==> config.mk <==
export PLATFORM = sky130hd
export DESIGN_NAME = lane_grid_scroller
export DESIGN_NICKNAME = d
export VERILOG_FILES = /design/src/rtl/lane_grid_scroller.sv
export SDC_FILE = /design/constraint.sdc
export NUM_CORES = 1
export LEC_CHECK = 0
export CORE_MARGIN = 2
export CORE_UTILIZATION = 40
export CTS_CLUSTER_SIZE = 16
export DETAILED_ROUTE_END_ITERATION = 10
export HOLD_SLACK_MARGIN = 0.15
export PLACE_DENSITY = 0.62
export SYNTH_ARGS = -nofsm -noshare
export SYNTH_HDL_FRONTEND = slang
export SYNTH_SLANG_ARGS = --single-unit
==> constraint.sdc <==
create_clock -name Clk -period 6.39 [get_ports Clk]
set_input_delay 0.639 -clock Clk [delete_from_list [all_inputs] [get_ports Clk]]
set_output_delay 0.639 -clock Clk [all_outputs]
set_load 0.02 [all_outputs]
==> src/rtl/lane_grid_scroller.sv <==
// ---------------------------------------------------------------------------
// lane_grid_scroller
//
// Playfield overlay that draws NUM_LANES vertical dividers. Each divider is a
// solid left rail, a dashed centre column and a solid right rail. The dashes
// scroll vertically once per frame under run / pause / single-step control.
// Sits between the VGA controller and the colour mapper.
//
// Ports
//   Clk        in   pixel-domain clock
//   Reset      in   synchronous, active-high reset
//   frame_clk  in   vsync-rate strobe; rising edge marks a frame boundary
//   DrawX      in   current pixel X (10 bits)
//   DrawY      in   current pixel Y (10 bits), +1 per line, 0 at frame start
//   scroll_en  in   1 = run, 0 = pause
//   step       in   one-cycle pulse requesting a single advance while paused
//   dir        in   0 = pattern moves down, 1 = pattern moves up
//   speed      in   rows advanced per frame (0..15)
//   grid_on    out  rail_on | dash_on
//   rail_on    out  pixel is on a solid rail
//   dash_on    out  pixel is on a lit dash segment
//   lane_idx   out  index of the divider hit, 0 when grid_on = 0
//   offset     out  current scroll offset, 0..DASH_PERIOD-1
//
// Pixel outputs appear two Clk cycles after DrawX/DrawY.
// ---------------------------------------------------------------------------
module lane_grid_scroller #(
    parameter int NUM_LANES   = 2,
    parameter int LANE0_X     = 170,
    parameter int LANE_PITCH  = 280,
    parameter int RAIL_W      = 5,
    parameter int DASH_W      = 10,
    parameter int DASH_PERIOD = 40,
    parameter int DASH_ON     = 20
) (
    input  logic       Clk,
    input  logic       Reset,
    input  logic       frame_clk,
    input  logic [9:0] DrawX,
    input  logic [9:0] DrawY,
    input  logic       scroll_en,
    input  logic       step,
    input  logic       dir,
    input  logic [3:0] speed,
    output logic       grid_on,
    output logic       rail_on,
    output logic       dash_on,
    output logic [2:0] lane_idx,
    output logic [7:0] offset
);

    localparam logic [7:0] L_P       = 8'(DASH_PERIOD);
    localparam logic [7:0] L_DASH_ON = 8'(DASH_ON);

    typedef enum logic [1:0] {
        ST_PAUSE     = 2'd0,
        ST_RUN       = 2'd1,
        ST_STEP_PEND = 2'd2
    } state_t;

    // -----------------------------------------------------------------------
    // Frame edge detect
    // -----------------------------------------------------------------------
    logic r_frame_q;
    logic w_fe;

    assign w_fe = frame_clk & ~r_frame_q;

    always_ff @(posedge Clk) begin
        if (Reset) begin
            r_frame_q <= 1'b0;
        end else begin
            r_frame_q <= frame_clk;
        end
    end

    // -----------------------------------------------------------------------
    // Scroll control state machine
    // -----------------------------------------------------------------------
    state_t r_state;
    state_t w_state_next;
    logic   w_advance;

    always_ff @(posedge Clk) begin
        if (Reset) begin
            r_state <= ST_PAUSE;
        end else begin
            r_state <= w_state_next;
        end
    end

    always_comb begin
        w_state_next = r_state;
        w_advance    = 1'b0;
        case (r_state)
            ST_PAUSE: begin
                // Run wins over a simultaneous step; the step is dropped.
                if (scroll_en) begin
                    w_state_next = ST_RUN;
                end else if (step) begin
                    w_state_next = ST_STEP_PEND;
                end
            end
            ST_RUN: begin
                // A frame edge on the same cycle as scroll_en falling still
                // counts, since that frame was started while running.
                w_advance = w_fe;
                if (!scroll_en) begin
                    w_state_next = ST_PAUSE;
                end
            end
            ST_STEP_PEND: begin
                // Extra step pulses are simply ignored while waiting.
                if (w_fe) begin
                    w_advance    = 1'b1;
                    w_state_next = scroll_en ? ST_RUN : ST_PAUSE;
                end
            end
            default: begin
                w_state_next = ST_PAUSE;
            end
        endcase
    end

    // -----------------------------------------------------------------------
    // Offset advance: modular add/subtract with one conditional correction
    // by P. All intermediates stay within 8 bits because offset < P and the
    // clamped step is < P.
    // -----------------------------------------------------------------------
    logic [7:0] r_offset;
    logic [7:0] w_spd;
    logic [7:0] w_room;
    logic [7:0] w_off_up;
    logic [7:0] w_off_dn;
    logic [7:0] w_off_adv;

    assign w_spd    = ({4'd0, speed} >= L_P) ? (L_P - 8'd1) : {4'd0, speed};
    // Distance to the wrap point; offset + spd >= P exactly when spd >= room.
    assign w_room   = L_P - r_offset;
    assign w_off_up = (w_spd >= w_room) ? (w_spd - w_room) : (r_offset + w_spd);
    assign w_off_dn = (r_offset >= w_spd) ? (r_offset - w_spd)
                                          : (r_offset + (L_P - w_spd));
    assign w_off_adv = dir ? w_off_up : w_off_dn;

    always_ff @(posedge Clk) begin
        if (Reset) begin
            r_offset <= 8'd0;
        end else if (w_advance) begin
            r_offset <= w_off_adv;
        end
    end

    // -----------------------------------------------------------------------
    // Stage 1: register pixel coordinates and track the row phase
    // ph = (DrawY + offset) mod P, built incrementally per line so that no
    // divider is needed. The offset is sampled only at DrawY == 0, so a
    // mid-frame advance never tears the current frame.
    // -----------------------------------------------------------------------
    logic [9:0] r_x1;
    logic [9:0] r_y1;
    logic [7:0] r_ph;
    logic       w_y_changed;
    logic [7:0] w_ph_next;

    assign w_y_changed = (DrawY != r_y1);
    assign w_ph_next   = (DrawY == 10'd0)      ? r_offset :
                         (r_ph == L_P - 8'd1)  ? 8'd0     :
                                                 (r_ph + 8'd1);

    always_ff @(posedge Clk) begin
        if (Reset) begin
            r_x1 <= 10'd0;
            r_y1 <= 10'd0;
            r_ph <= 8'd0;
        end else begin
            r_x1 <= DrawX;
            r_y1 <= DrawY;
            if (w_y_changed) begin
                r_ph <= w_ph_next;
            end
        end
    end

    // -----------------------------------------------------------------------
    // Stage 2 geometry decode (one comparator set per divider)
    // -----------------------------------------------------------------------
    logic [31:0]          w_x32;
    logic [NUM_LANES-1:0] w_rail_hit;
    logic [NUM_LANES-1:0] w_dcol_hit;
    logic [NUM_LANES-1:0] w_dash_hit;
    logic                 w_lit;

    assign w_x32 = {22'd0, r_x1};
    assign w_lit = (r_ph < L_DASH_ON);

    generate
        for (genvar gi = 0; gi < NUM_LANES; gi++) begin : g_lane
            localparam logic [31:0] L_RAIL0 = 32'(LANE0_X + gi * LANE_PITCH);
            localparam logic [31:0] L_DASH0 = L_RAIL0 + 32'(RAIL_W);
            localparam logic [31:0] L_RAIL1 = L_DASH0 + 32'(DASH_W);
            localparam logic [31:0] L_END   = L_RAIL1 + 32'(RAIL_W);

            assign w_rail_hit[gi] = ((w_x32 >= L_RAIL0) && (w_x32 < L_DASH0)) ||
                                    ((w_x32 >= L_RAIL1) && (w_x32 < L_END));
            assign w_dcol_hit[gi] = (w_x32 >= L_DASH0) && (w_x32 < L_RAIL1);
            assign w_dash_hit[gi] = w_dcol_hit[gi] & w_lit;
        end
    endgenerate

    // Dividers never overlap, so at most one bit is set and a priority-free
    // scan yields the matching index (or 0 for no match).
    logic [2:0] w_lane;

    always_comb begin
        w_lane = 3'd0;
        for (int k = 0; k < NUM_LANES; k++) begin
            if (w_rail_hit[k] || w_dash_hit[k]) begin
                w_lane = 3'(k);
            end
        end
    end

    // -----------------------------------------------------------------------
    // Stage 2 output registers
    // -----------------------------------------------------------------------
    logic       r_rail;
    logic       r_dash;
    logic       r_grid;
    logic [2:0] r_lane;

    always_ff @(posedge Clk) begin
        if (Reset) begin
            r_rail <= 1'b0;
            r_dash <= 1'b0;
            r_grid <= 1'b0;
            r_lane <= 3'd0;
        end else begin
            r_rail <= |w_rail_hit;
            r_dash <= |w_dash_hit;
            r_grid <= (|w_rail_hit) | (|w_dash_hit);
            r_lane <= w_lane;
        end
    end

    assign rail_on  = r_rail;
    assign dash_on  = r_dash;
    assign grid_on  = r_grid;
    assign lane_idx = r_lane;
    assign offset   = r_offset;

endmodule

==> flow_summary.json, run 1 <==
{
  "grt_pass1_wl_um": 12100,
  "synth_cell_types": 55,
  "routedWlPerCell_um": 14.1,
  "synth_top_area_share": 0.289,
  "io_buffers": 41,
  "maxCapViolCount": 0,
  "tritoncts": "yes",
  "place_inst": 494,
  "relSlewSlack": 0.487,
  "yosys-top-cells-count": "dfxtp_1, nor2_1, a21oi_1",
  "cp-start-kind": "input pin",
  "postCtsSetupRepairBufs": 0,
  "synth.most_common_cell": "dfxtp_1",
  "grt_usage": 0.181,
  "clock_sinks": 43,
  "htree_num_levels": 2,
  "core_area_sq_mm": 0.00721,
  "vias": 2677,
  "rows": 31,
  "worst_pin_slew_ns": 0.767,
  "crit_fanout": 6,
  "cts_hold_buf": 0,
  "synth_warnings": 0,
  "cts_buffer_depth": 2,
  "peakVddDrop_mv": 0.0911,
  "yosysSeqAreaShare": 0.289,
  "hp-class": "reg -> reg",
  "pwr_density_cell_mw_per_mm2": 210,
  "synth-async-reset-ratio": 0,
  "setup_viol": 0,
  "area_growth_pct": 19.2,
  "clock_tree.root_cell": "clkbuf_8",
  "routed_via_density": 5.33,
  "overflow": 0,
  "crit_path_end_kind": "flip-flop",
  "period_share": 0.524,
  "antenna_found_initial": 0,
  "setup_tns_ns": 0,
  "grt_pass1_vias": 2610,
  "diodes": 0,
  "drt-total-wl_um": 7080,
  "slowest_stage": "clkdlybuf4s50_1",
  "ant_nets": 0,
  "yosysTopAreaCell": "dfxtp_1",
  "cpPeakStageDelay_ns": 0.55,
  "rsz0062_at_grt": "no",
  "ys_seq_elements": 43,
  "yosys-top-cells-area": "dfxtp_1, ha_1, nor2b_1",
  "fin_nets": 460,
  "clk_pin_slew_worst_paths_ns": 0.09,
  "die-width_um": 90.3,
  "cts_resized": 0,
  "cp_cell_sequence": "clkdlybuf4s50_1 > inv_1 > ha_1 > fa_1 > a21o_1 > a21oi_1 > nor2_1 > a2111oi_0 > o311ai_0 > a311oi_1",
  "fmax_ghz": 0.299,
  "required_ns": 6.61,
  "gp_congestion": 0.874,
  "p_leak_nw": 1.43,
  "hold_violations": 0,
  "grt_max_degree": 45,
  "arrival_ns": 3.57,
  "drive_above_1_share": 0.0447,
  "drc_errors": 0,
  "finClkSkew_ns": 0.00721,
  "critical_path_class": "in -> reg",
  "fillCellCount": 752,
  "synthCells": 368,
  "synth_edf_count": 0,
  "worstHoldPathCells": 2,
  "status": "finished, final reports clean",
  "finalMaxSlewViolations": 0,
  "dpl.hpwl_um": 5260,
  "synthesis.area_sq_mm": 0.00298,
  "drt-pass1-iter-count": 4,
  "drt_iter0_drc": 107,
  "initial_core_util": 0.413,
  "syn_area_per_cell_sq_um": 8.09,
  "synth_top_flop_cell": "dfxtp_1",
  "fin_cells": 502,
  "ios": 44,
  "reg2reg_depth": 10,
  "finalCriticalPeriod_ns": 3.35,
  "die_h_um": 90.3,
  "die-area_sq_mm": 0.00815,
  "clkLatencyLatePin_ns": 0.31,
  "cts_made_buffers": 5
}
flip-flops by register name, indices dropped and copies added (netlist names), 2 cells and up:
| register | cells |
|---|---|
| r_ph | 8 |
| r_state | 2 |
| r_x1 | 10 |
| offset | 8 |
| r_y1 | 10 |
power by group:
group	switching [mW]	total [mW]	internal [mW]	leakage, nW
Clock	0.105	0.183	0.0782	0.0408
Combinational	0.139	0.256	0.117	1.04
Sequential	0.0234	0.306	0.283	0.354
Total	0.267	0.745	0.478	1.43
worst paths after layout:
path / startpoint / end / slack, ns
worst max-delay path: speed[1] / offset[6]$_SDFFE_PP0P_ / 3.04
worst min-delay path: r_state[0]$_SDFFE_PP0P_ / r_state[0]$_SDFFE_PP0P_ / 0.49
worst max register to register: offset[1]$_SDFFE_PP0P_ / offset[5]$_SDFFE_PP0P_ / 3.23
worst min register to register: r_state[0]$_SDFFE_PP0P_ / r_state[0]$_SDFFE_PP0P_ / 0.49
cells by family (layout without fill, tap and decap cells):
group	after synthesis	count (layout)	share of synthesized area
DFF	43	43	0.289
muxes	6	6	0.0202
AOI/OAI and AO/OA	89	89	0.195
other	1	2	0.00126
adders and majority gates	28	28	0.128
xor gates and xnor gates	27	27	0.0794
buffers and inverters	41	75	0.0571
and+or+nand+nor	133	133	0.231
metrics by stage:
| stage | hold WS (ns) | setup WS (ns) | cell area (sq um) | total power [mW] | utilization |
|---|---|---|---|---|---|
| global route | 0.517 | 2.87 | 3550 | 0.799 | 0.492 |
| global placement | 0.465 | 2.88 | 3460 | 0.565 | 0.479 |
| detailed placement | 0.479 | 2.77 | 3460 | 0.567 | 0.479 |
| floorplan | 0.454 | 3.43 | 2980 | 0.491 | - |
| CTS | 0.492 | 3.08 | 3550 | 0.752 | 0.492 |
| finish | 0.490 | 3.04 | 3550 | 0.745 | 0.492 |
cell type report:
cell class	count	area (sq um)	area share
Clock buffer	5	68.8	0.0194
Multi-Input combinational cell	285	1960	0.551
Timing Repair Buffer	43	425	0.120
Sequential cell	43	861	0.243
Clock inverter	3	23.8	0.00670
Inverter	24	90.1	0.0254
Tap cell	99	124	0.0349
layout by cell type, fill, tap and decap left out, types with 2 or more instances in the layout:
cell,n
a211oi_1,8
a21o_1,3
a21oi_1,28
a2bb2oi_1,2
a311oi_1,4
buf_4,2
clkbuf_8,5
clkdlybuf4s50_1,41
clkinvlp_4,2
conb_1,2
dfxtp_1,43
fa_1,4
ha_1,24
inv_1,24
mux2i_1,6
nand2_1,27
nand2b_1,6
nand3_1,8
nand4_1,7
nor2_1,32
nor2b_1,25
nor3_1,8
nor3b_1,2
nor4_1,3
o2111ai_1,2
o211ai_1,2
o21ai_0,19
o21bai_1,2
o31ai_1,4
o41ai_1,2
or2_2,2
or3_4,2
or4_1,3
xnor2_1,10
xor2_1,17
worst max-delay path: cells and delay by family:
kind / cells / cell delay (ns)
AOI/OAI and AO/OA: 5 / 1.32
adders and majority gates: 2 / 0.79
buffers and inverters: 2 / 0.73
and+or+nand+nor: 1 / 0.07
per-layer routing:
metal,track usage,vias up,wire length [um]
met3,0.0284,11,272
met2,0.297,61,3450
met4,0.0590,0,119
met5,0,-,0
li1,-,1358,-
met1,0.243,1247,3240
(Power assumes the default switching activity.)
==> run 2: changes to the inputs <==
==> constraint.sdc (replaced) <==
create_clock -name Clk -period 3.5 [get_ports Clk]
set_input_delay 0.35 -clock Clk [delete_from_list [all_inputs] [get_ports Clk]]
set_output_delay 0.35 -clock Clk [all_outputs]
set_load 0.02 [all_outputs]
==> flow_summary.json, run 2 (synthesis gave the netlist of run 1 again) <==
{
  "status": "finished, final reports clean",
  "timing.final.ws_setup_ns": 0.450,
  "design_area_sq_mm": 0.00359,
  "worstHoldPathCells": 2,
  "ant_nets": 0,
  "diodes": 0,
  "clock_tree.root_cell": "clkbuf_8",
  "placed_area_sq_mm": 0.00348,
  "cp-start-kind": "input pin",
  "pwr_density_cell_mw_per_mm2": 391,
  "worst_pin_slew_ns": 0.770,
  "cts_made_buffers": 5,
  "power_mw": 1.40,
  "overflow": 0,
  "drive_above_1_share": 0.0494,
  "grt_pass1_vias": 2538,
  "cts_resized": 0,
  "tritoncts": "yes",
  "dp_slack_ns": 0.183,
  "die_h_um": 90.3,
  "hp-class": "reg -> reg",
  "gp_congestion": 0.876,
  "drt-total-wl_um": 6770,
  "fin_nets": 463,
  "reg2reg_depth": 10,
  "peakVddDrop_mv": 0.215,
  "grt_max_degree": 20,
  "clk_pin_slew_worst_paths_ns": 0.08,
  "clkLatencyLatePin_ns": 0.30,
  "die-width_um": 90.3,
  "critical_path_class": "in -> reg",
  "initial_core_util": 0.413,
  "maxCapViolCount": 0,
  "hold_violations": 0,
  "drt_iter0_drc": 99,
  "rows": 31,
  "fmax_ghz": 0.328,
  "grt_usage": 0.172,
  "routedWlPerCell_um": 13.4,
  "finClkSkew_ns": 0.00549,
  "area_growth_pct": 20.4,
  "hold_ws_ns": 0.491,
  "arrival_ns": 3.25,
  "setup_viol": 0,
  "antenna_found_initial": 0,
  "rsz0062_at_grt": "no",
  "crit_path_end_kind": "flip-flop",
  "postCtsSetupRepairBufs": 0,
  "required_ns": 3.70,
  "period_share": 0.871,
  "cts_buffer_depth": 2,
  "finalMaxSlewViolations": 0,
  "cts_hold_buf": 0,
  "clock_sinks": 43,
  "io_buffers": 41,
  "layout_commonest_cell": "dfxtp_1",
  "finalCriticalPeriod_ns": 3.05,
  "drc_errors": 0,
  "ios": 44,
  "grt_pass1_wl_um": 11600,
  "vias": 2591,
  "reg_top3": "r_x1 x10, r_y1 x10",
  "dpl.hpwl_um": 5140,
  "htree_num_levels": 2,
  "crit_fanout": 6,
  "drt-pass1-iter-count": 4,
  "relSlewSlack": 0.485,
  "layout_common_cells": "dfxtp_1, clkdlybuf4s50_1, nor2_1",
  "r2r_setup_slack_ns": 0.48,
  "setup_tns_ns": 0,
  "p_leak_nw": 1.46,
  "core_area_sq_mm": 0.00721,
  "routed_via_density": 5.14,
  "die-area_sq_mm": 0.00815
}
[run 2: cell types whose count changed in the layout (fill, tap and decap cells not counted)]
cell	change
buf_4	+3
bufinv_16	+1
clkinvlp_4	-1
inv_6	-1
[run 2: layer usage]
layer / track usage / vias up / share of wire
met1: 0.225 / 1187 / 0.49
met4: 0.0474 / 0 / 0.011
met5: 0 / - / 0
met3: 0.0292 / 6 / 0.028
met2: 0.293 / 36 / 0.47
li1: - / 1362 / -
[run 2: worst paths after layout]
path | from | to
max | speed[1] | offset[6]$_SDFFE_PP0P_
min reg2reg | r_state[0]$_SDFFE_PP0P_ | r_state[0]$_SDFFE_PP0P_
max reg2reg | offset[0]$_SDFFE_PP0P_ | offset[5]$_SDFFE_PP0P_
min | r_state[0]$_SDFFE_PP0P_ | r_state[0]$_SDFFE_PP0P_
[run 2: critical path, stage by stage]
cell and delay [ns]:
clkdlybuf4s50_1 0.53, inv_1 0.18, ha_1 0.36, fa_1 0.43, a21o_1 0.17, a21oi_1 0.21
nor2_1 0.07, a2111oi_0 0.46, o311ai_0 0.22, a311oi_1 0.27
[run 2: power by group]
group	total [mW]	switching, mW	leakage [nW]	internal, mW
registers	0.554	0.0384	0.354	0.516
clock network	0.381	0.173	0.0502	0.209
logic	0.466	0.249	1.05	0.216
[run 2: area by class of cell]
cell class,instances,area (sq um)
flip-flops and latches,43,861
clock buffers,5,68.8
clock inverters,2,37.5
multi-input cells,285,1960
fillers,726,3630
well taps,99,124
repair buffers,46,448
inverters,24,90.1
[run 2: metrics by stage]
stage	cells	util
6_report	504	0.497
5_1_grt	504	0.497
4_1_cts	504	0.497
3_5_place_dp	497	0.482
3_3_place_gp	497	0.482
2_1_floorplan	369	-
==> run 3: changes to the inputs <==
--- a/config.mk
+++ b/config.mk
@@ -9,7 +9,7 @@
 export CORE_UTILIZATION = 40
 export CTS_CLUSTER_SIZE = 16
 export DETAILED_ROUTE_END_ITERATION = 10
-export HOLD_SLACK_MARGIN = 0.15
+export HOLD_SLACK_MARGIN = 0.08
 export PLACE_DENSITY = 0.62
 export SYNTH_ARGS = -nofsm -noshare
 export SYNTH_HDL_FRONTEND = slang
==> results of run 3 <==
No change in the layout: final DEF, timing and power equal those of run 2.
